<file path="config.mk">
export PLATFORM = sky130hd
export DESIGN_NAME = score_keeper
export DESIGN_NICKNAME = d
export VERILOG_FILES = /design/src/rtl/score_keeper_pkg.sv /design/src/rtl/score_keeper_combo_mult.sv /design/src/rtl/score_keeper.sv
export SDC_FILE = /design/constraint.sdc
export NUM_CORES = 1
export LEC_CHECK = 0
export BUFFER_PORTS_ARGS = -buffer_cell sky130_fd_sc_hd__buf_4
export CELL_PAD_IN_SITES_DETAIL_PLACEMENT = 1
export CELL_PAD_IN_SITES_GLOBAL_PLACEMENT = 2
export CORE_ASPECT_RATIO = 1.75
export CORE_MARGIN = 3
export CORE_UTILIZATION = 39
export DETAILED_ROUTE_END_ITERATION = 8
export GPL_ROUTABILITY_DRIVEN = 1
export PLACE_DENSITY_LB_ADDON = 0.1
export SYNTH_ARGS = -nofsm -noshare
export SYNTH_HDL_FRONTEND = slang
export SYNTH_SLANG_ARGS = --single-unit
</file>
<file path="constraint.sdc">
create_clock -name clk -period 9.7 [get_ports clk]
set_clock_uncertainty 0.1 [all_clocks]
set_input_delay 2.91 -clock clk [delete_from_list [all_inputs] [get_ports clk]]
set_output_delay 2.91 -clock clk [all_outputs]
set_load 0.02 [all_outputs]
</file>
<file path="src/rtl/score_keeper_pkg.sv">
// Shared game definitions: state encodings, default column count and a popcount helper.
package score_keeper_pkg;

  localparam int unsigned NUM_COLS_DEF = 4;
  localparam int unsigned CNT_W        = 6;

  typedef enum logic [1:0] {
    ST_IDLE      = 2'b00,
    ST_PLAYING   = 2'b01,
    ST_GAME_OVER = 2'b10
  } game_state_e;

  // Callers zero-extend their vector to 32 bits.
  function automatic logic [CNT_W-1:0] popcount(input logic [31:0] v);
    logic [CNT_W-1:0] cnt;
    cnt = '0;
    for (int i = 0; i < 32; i++) begin
      cnt = cnt + CNT_W'(v[i]);
    end
    return cnt;
  endfunction

endpackage

</file>
<file path="src/rtl/score_keeper_combo_mult.sv">
// Combo counter with saturation and the multiplier derived from the post-update combo.
module score_keeper_combo_mult
  import score_keeper_pkg::*;
#(
  parameter int unsigned COMBO_STEP = 8,
  parameter int unsigned MAX_MULT   = 4
) (
  input  logic             clk,
  input  logic             reset_n,
  input  logic             clear,
  input  logic             en,
  input  logic             miss_any,
  input  logic [CNT_W-1:0] nh,
  output logic [7:0]       combo,
  output logic [2:0]       multiplier
);

  logic [7:0]  combo_q, combo_d;
  logic [2:0]  mult_q, mult_d;
  logic [8:0]  sum_c;
  logic [31:0] step_c;

  always_comb begin
    combo_d = combo_q;
    mult_d  = mult_q;
    sum_c   = 9'(combo_q) + 9'(nh);
    step_c  = '0;
    if (clear) begin
      combo_d = 8'd0;
      mult_d  = 3'd1;
    end else if (en) begin
      if (miss_any) begin
        combo_d = 8'd0;
      end else begin
        combo_d = sum_c[8] ? 8'd255 : sum_c[7:0];
      end
      // Multiplier follows the new combo so a completed step takes effect next cycle.
      step_c = 32'(combo_d) / COMBO_STEP + 32'd1;
      mult_d = (step_c > MAX_MULT) ? 3'(MAX_MULT) : 3'(step_c);
    end
  end

  always_ff @(posedge clk or negedge reset_n) begin
    if (!reset_n) begin
      combo_q <= 8'd0;
      mult_q  <= 3'd1;
    end else begin
      combo_q <= combo_d;
      mult_q  <= mult_d;
    end
  end

  assign combo      = combo_q;
  assign multiplier = mult_q;

endmodule

</file>
<file path="src/rtl/score_keeper.sv">
// Game-level state machine: score with combo multiplier, lives, and high score across games.
module score_keeper
  import score_keeper_pkg::*;
#(
  parameter int unsigned NUM_COLS    = NUM_COLS_DEF,
  parameter int unsigned START_LIVES = 3,
  parameter int unsigned SCORE_W     = 16,
  parameter int unsigned BASE_POINTS = 1,
  parameter int unsigned COMBO_STEP  = 8,
  parameter int unsigned MAX_MULT    = 4
) (
  input  logic                clk,
  input  logic                reset_n,
  input  logic                frame_tick,
  input  logic                start,
  input  logic [NUM_COLS-1:0] hit,
  input  logic [NUM_COLS-1:0] miss,
  output logic [SCORE_W-1:0]  score,
  output logic [SCORE_W-1:0]  high_score,
  output logic [7:0]          combo,
  output logic [2:0]          multiplier,
  output logic [3:0]          lives,
  output logic [1:0]          game_state,
  output logic                playing
);

  localparam int unsigned SUM_W = SCORE_W + 16;

  game_state_e         state_q, state_d;
  logic [SCORE_W-1:0]  score_q, score_d;
  logic [SCORE_W-1:0]  high_q, high_d;
  logic [3:0]          lives_q, lives_d;
  logic [NUM_COLS-1:0] hit_d_q;
  logic                playing_q, playing_d;

  logic [NUM_COLS-1:0] new_hits_c;
  logic [CNT_W-1:0]    nh_c, nm_c;
  logic [15:0]         points_c;
  logic [SUM_W-1:0]    sum_c;
  logic [SCORE_W-1:0]  score_sat_c;
  logic [3:0]          lives_nx_c;
  logic                load_c;
  logic [2:0]          mult_c;

  // Rising-edge detect on hits; misses only count on frame ticks.
  assign new_hits_c  = hit & ~hit_d_q;
  assign nh_c        = popcount(32'(new_hits_c));
  assign nm_c        = frame_tick ? popcount(32'(miss)) : '0;
  assign points_c    = 16'(nh_c) * 16'(BASE_POINTS) * 16'(mult_c);
  assign sum_c       = SUM_W'(score_q) + SUM_W'(points_c);
  assign score_sat_c = (|sum_c[SUM_W-1:SCORE_W]) ? '1 : sum_c[SCORE_W-1:0];
  assign lives_nx_c  = (CNT_W'(lives_q) <= nm_c) ? 4'd0 : lives_q - 4'(nm_c);

  always_comb begin
    state_d = state_q;
    score_d = score_q;
    high_d  = high_q;
    lives_d = lives_q;
    load_c  = 1'b0;
    case (state_q)
      ST_IDLE, ST_GAME_OVER: begin
        if (start) begin
          state_d = ST_PLAYING;
          load_c  = 1'b1;
          score_d = '0;
          lives_d = 4'(START_LIVES);
        end
      end
      ST_PLAYING: begin
        score_d = score_sat_c;
        lives_d = lives_nx_c;
        if (lives_nx_c == 4'd0) begin
          state_d = ST_GAME_OVER;
          if (score_sat_c > high_q) high_d = score_sat_c;
        end
      end
      default: state_d = ST_IDLE;
    endcase
    playing_d = (state_d == ST_PLAYING);
  end

  always_ff @(posedge clk or negedge reset_n) begin
    if (!reset_n) begin
      state_q   <= ST_IDLE;
      score_q   <= '0;
      high_q    <= '0;
      lives_q   <= 4'(START_LIVES);
      hit_d_q   <= '0;
      playing_q <= 1'b0;
    end else begin
      state_q   <= state_d;
      score_q   <= score_d;
      high_q    <= high_d;
      lives_q   <= lives_d;
      hit_d_q   <= hit;
      playing_q <= playing_d;
    end
  end

  score_keeper_combo_mult #(
    .COMBO_STEP(COMBO_STEP),
    .MAX_MULT  (MAX_MULT)
  ) u_combo_mult (
    .clk       (clk),
    .reset_n   (reset_n),
    .clear     (load_c),
    .en        (state_q == ST_PLAYING),
    .miss_any  (nm_c != '0),
    .nh        (nh_c),
    .combo     (combo),
    .multiplier(mult_c)
  );

  assign score      = score_q;
  assign high_score = high_q;
  assign multiplier = mult_c;
  assign lives      = lives_q;
  assign game_state = state_q;
  assign playing    = playing_q;

endmodule
</file>
==> impl_metrics.json <==
{
  "critPathCaptureType": "flip-flop",
  "drive_above_1_share_pct": 21.4,
  "cts_htree_levels": 2,
  "finalWirelength_mm": 11.5,
  "grt_pass1_vias": 3631,
  "hold_path.class": "flip-flop to flip-flop",
  "synth_fp_nets": 462,
  "powerDensity_nw_per_um2": 225,
  "antennaDiodeCount": 0,
  "cts_tree": "built",
  "p_comb_share_pct": 48.6,
  "internal-power_uw": 619,
  "path_max_fanout": 16,
  "drtIter0Drc": 124,
  "p_sw_uw": 443,
  "synth_edf_count": 0,
  "io_buffers": 61,
  "post-route-drc-count": 0,
  "vias": 3340,
  "core_um2": 9640,
  "period_share_pct": 94.2,
  "grt_first_pass_wirelength_mm": 18.7,
  "cts_sinks": 54,
  "ys_seq_elements": 54,
  "via_per_inst": 5.67,
  "fin_ws_ns": 0.561,
  "slew_violations": 0,
  "placed_cells": 581,
  "start_kind": "input pin",
  "dieArea_um2": 11400,
  "seq_area_um2": 1360,
  "clockBufferDepth": 2,
  "netlist_area_um2": 3930,
  "ys.flop_type": "dfrtp_1",
  "setup_tns_ns": 0,
  "num_rows": 47,
  "cts_hold_buf": 0,
  "area_growth_pct": 20.0,
  "post-route-min-period_ns": 9.14,
  "power_uw": 1060,
  "die_w_um": 81.9,
  "drtPass1Iterations": 4,
  "clockPowerShare_pct": 22.7,
  "path_clk_slew_ns": 0.08,
  "post-place-ws_ns": 0.190,
  "synth.distinct_cells": 64,
  "grt_max_degree": 55,
  "tightest_slew_ns": 0.813,
  "nets": 524,
  "critPathKind": "input pin to flip-flop",
  "grt_overflow_total": 0,
  "outcome": "completed",
  "wl_per_cell_um": 19.5,
  "synth_cells": 404,
  "ant_nets": 0,
  "cts-buffers-inserted": 5,
  "vdd_drop_max_mv": 0.127,
  "ys_warn_count": 0,
  "clock_latency_ns": 0.30,
  "track_usage_pct": 21.2,
  "grt_antenna_before_repair": 0,
  "floorplan.initialDensity_pct": 40.7,
  "p_sw_share_pct": 41.7,
  "setup_violations": 0,
  "dieHeight_um": 139,
  "seqPwrFrac_pct": 28.7,
  "root_buffer": "clkbuf_16",
  "rsz0062_at_grt": "no",
  "fill_cells": 1125,
  "synthArstFlopShare_pct": 100,
  "postCtsResizedCells": 0,
  "io_pins": 62,
  "p_leak_uw": 0.00233,
  "place_hpwl_mm": 8.93,
  "final_util_pct": 48.9,
  "final-instance-count-excl-fill": 589,
  "avgSynthCellArea_um2": 9.72,
  "cp_data_arrival_time_ns": 9.22,
  "drv_cap": 0,
  "yosysSeqAreaShare_pct": 34.5,
  "max_freq_mhz": 109,
  "hold_viol": 0,
  "gp_congestion": 0.801,
  "required_ns": 9.78,
  "multi_input_area_um2": 2380,
  "slew_headroom_pct": 45.7,
  "postCtsSetupRepairBufs": 0
}
registers in the layout, summed over array words and instances (netlist names):
register and cells:
high_score 16, score 16, u_combo_mult.combo 8, hit_d_q 4, lives 4, u_combo_mult.multiplier 3, game_state 2, playing 1
synth_stat cells, drive strengths merged, types with 4 or more instances:
library cell  count  area [um^2]
a211oi            5         42.5
a21o             10         77.6
a21oi            20          104
a22o             15          131
a41oi             4         35.0
and2              9         56.3
and3              4         26.3
buf               4         28.8
clkbuf            7         26.3
dfrtp            51         1280
fa                9          180
ha               37          463
inv              36          135
mux2             18          203
nand2            26         97.6
nand2b            7         43.8
nand3            11         55.1
nor2             30          113
nor2b             6         37.5
nor3             12         71.3
o21a              4         30.0
o21ai            23          119
o21bai            5         37.5
o31ai             4         43.8
routing by layer:
layer | routed length [um] | share of wire [%] | global-route usage [%]
met1 | 4280 | 37 | 22.9
met2 | 6610 | 58 | 40.9
met3 | 243 | 2.1 | 1.69
met4 | 337 | 2.9 | 7.53
met5 | 0 | 0 | 0
layout make-up:
class | instances | area share, %
Clock buffer | 5 | 2.65
Clock inverter | 3 | 1.46
Inverter | 36 | 2.87
Multi-Input combinational cell | 303 | 50.5
Sequential cell | 54 | 28.7
Tap cell | 122 | 3.24
Timing Repair Buffer | 66 | 10.5
per-stage QoR:
| stage | hold WS (ns) | cell area (um^2) |
|---|---|---|
| after floorplan | 0.466 | 3930 |
| after global placement | 0.405 | 4520 |
| after detailed placement | 0.410 | 4520 |
| after CTS | 0.427 | 4710 |
| after global routing | 0.442 | 4710 |
| final | 0.416 | 4710 |
worst max-delay path, cell delays in order:
cell and delay (ns):
buf_4 0.11, nor2b_1 0.13, fa_1 0.48, ha_1 0.21, ha_1 0.35, nand2_1 0.10, fa_1 0.51, inv_1 0.05
fa_1 0.48, ha_1 0.34, a211oi_1 0.36, o21bai_1 0.19, a21oi_2 0.23, or3_1 0.36, o21ai_0 0.20, ha_1 0.33
a211oi_1 0.24, nor2_1 0.08, nor3_1 0.32, o211ai_1 0.22, o211ai_4 0.59, mux2_2 0.41
cell usage in the layout, fill, tap and decap left out, types with 3 or more instances in the layout:
cell type | netlist | layout
o21a_1 | 4 | 4
and2_1 | 9 | 9
nor2_1 | 30 | 30
o21bai_1 | 5 | 5
o21ai_0 | 20 | 20
xnor2_1 | 3 | 3
clkbuf_16 | 0 | 5
inv_1 | 36 | 36
mux2_2 | 10 | 10
nand3_1 | 11 | 11
ha_1 | 37 | 37
a22o_1 | 15 | 15
nor3_1 | 11 | 11
o31ai_1 | 3 | 3
o2111ai_1 | 3 | 3
mux2_1 | 8 | 8
fa_1 | 9 | 9
xor2_1 | 3 | 3
dfstp_2 | 3 | 3
a211oi_1 | 4 | 4
a21oi_1 | 19 | 19
dfrtp_1 | 51 | 51
and3_1 | 3 | 3
buf_4 | 1 | 66
nor2b_1 | 6 | 6
a21o_1 | 8 | 8
nand2b_1 | 7 | 7
a41oi_1 | 4 | 4
nand2_1 | 26 | 26
cells by family (layout without fill, tap and decap cells):
logic type	count (synthesis)	count (layout)	share of synthesized area (%)
adders and majority gates	46	46	16.4
DFF	54	54	34.5
buffers and inverters	47	110	4.84
muxes	20	20	5.67
and+or+nand+nor	118	118	15.4
xor gates and xnor gates	6	6	1.34
AOI/OAI and AO/OA	113	113	21.9
power groups by stage:
stage / logic (uW) / clock network [uW] / registers (uW)
2_1_floorplan: 308 / 0 / 342
3_5_place_dp: 522 / 0 / 310
6_report: 516 / 241 / 305
3_3_place_gp: 509 / 0 / 309
4_1_cts: 525 / 245 / 306
5_1_grt: 573 / 256 / 311
worst paths after layout:
path / from / to / slack [ns] / cells past startpoint
worst max-delay path: hit[0] / high_score[2] / 0.56 / 22
worst min-delay path: u_combo_mult.combo[2] / u_combo_mult.combo[2] / 0.42 / 2
worst max register to register: hit_d_q[1] / high_score[2] / 2.93 / 21
worst min register to register: u_combo_mult.combo[2] / u_combo_mult.combo[2] / 0.42 / 2
max in group asynchronous: reset_n / u_combo_mult.combo[3] / 6.45 / 1
min in group asynchronous: reset_n / high_score[10] / 2.56 / 1
Note: power is estimated with default switching activity, not from simulation.
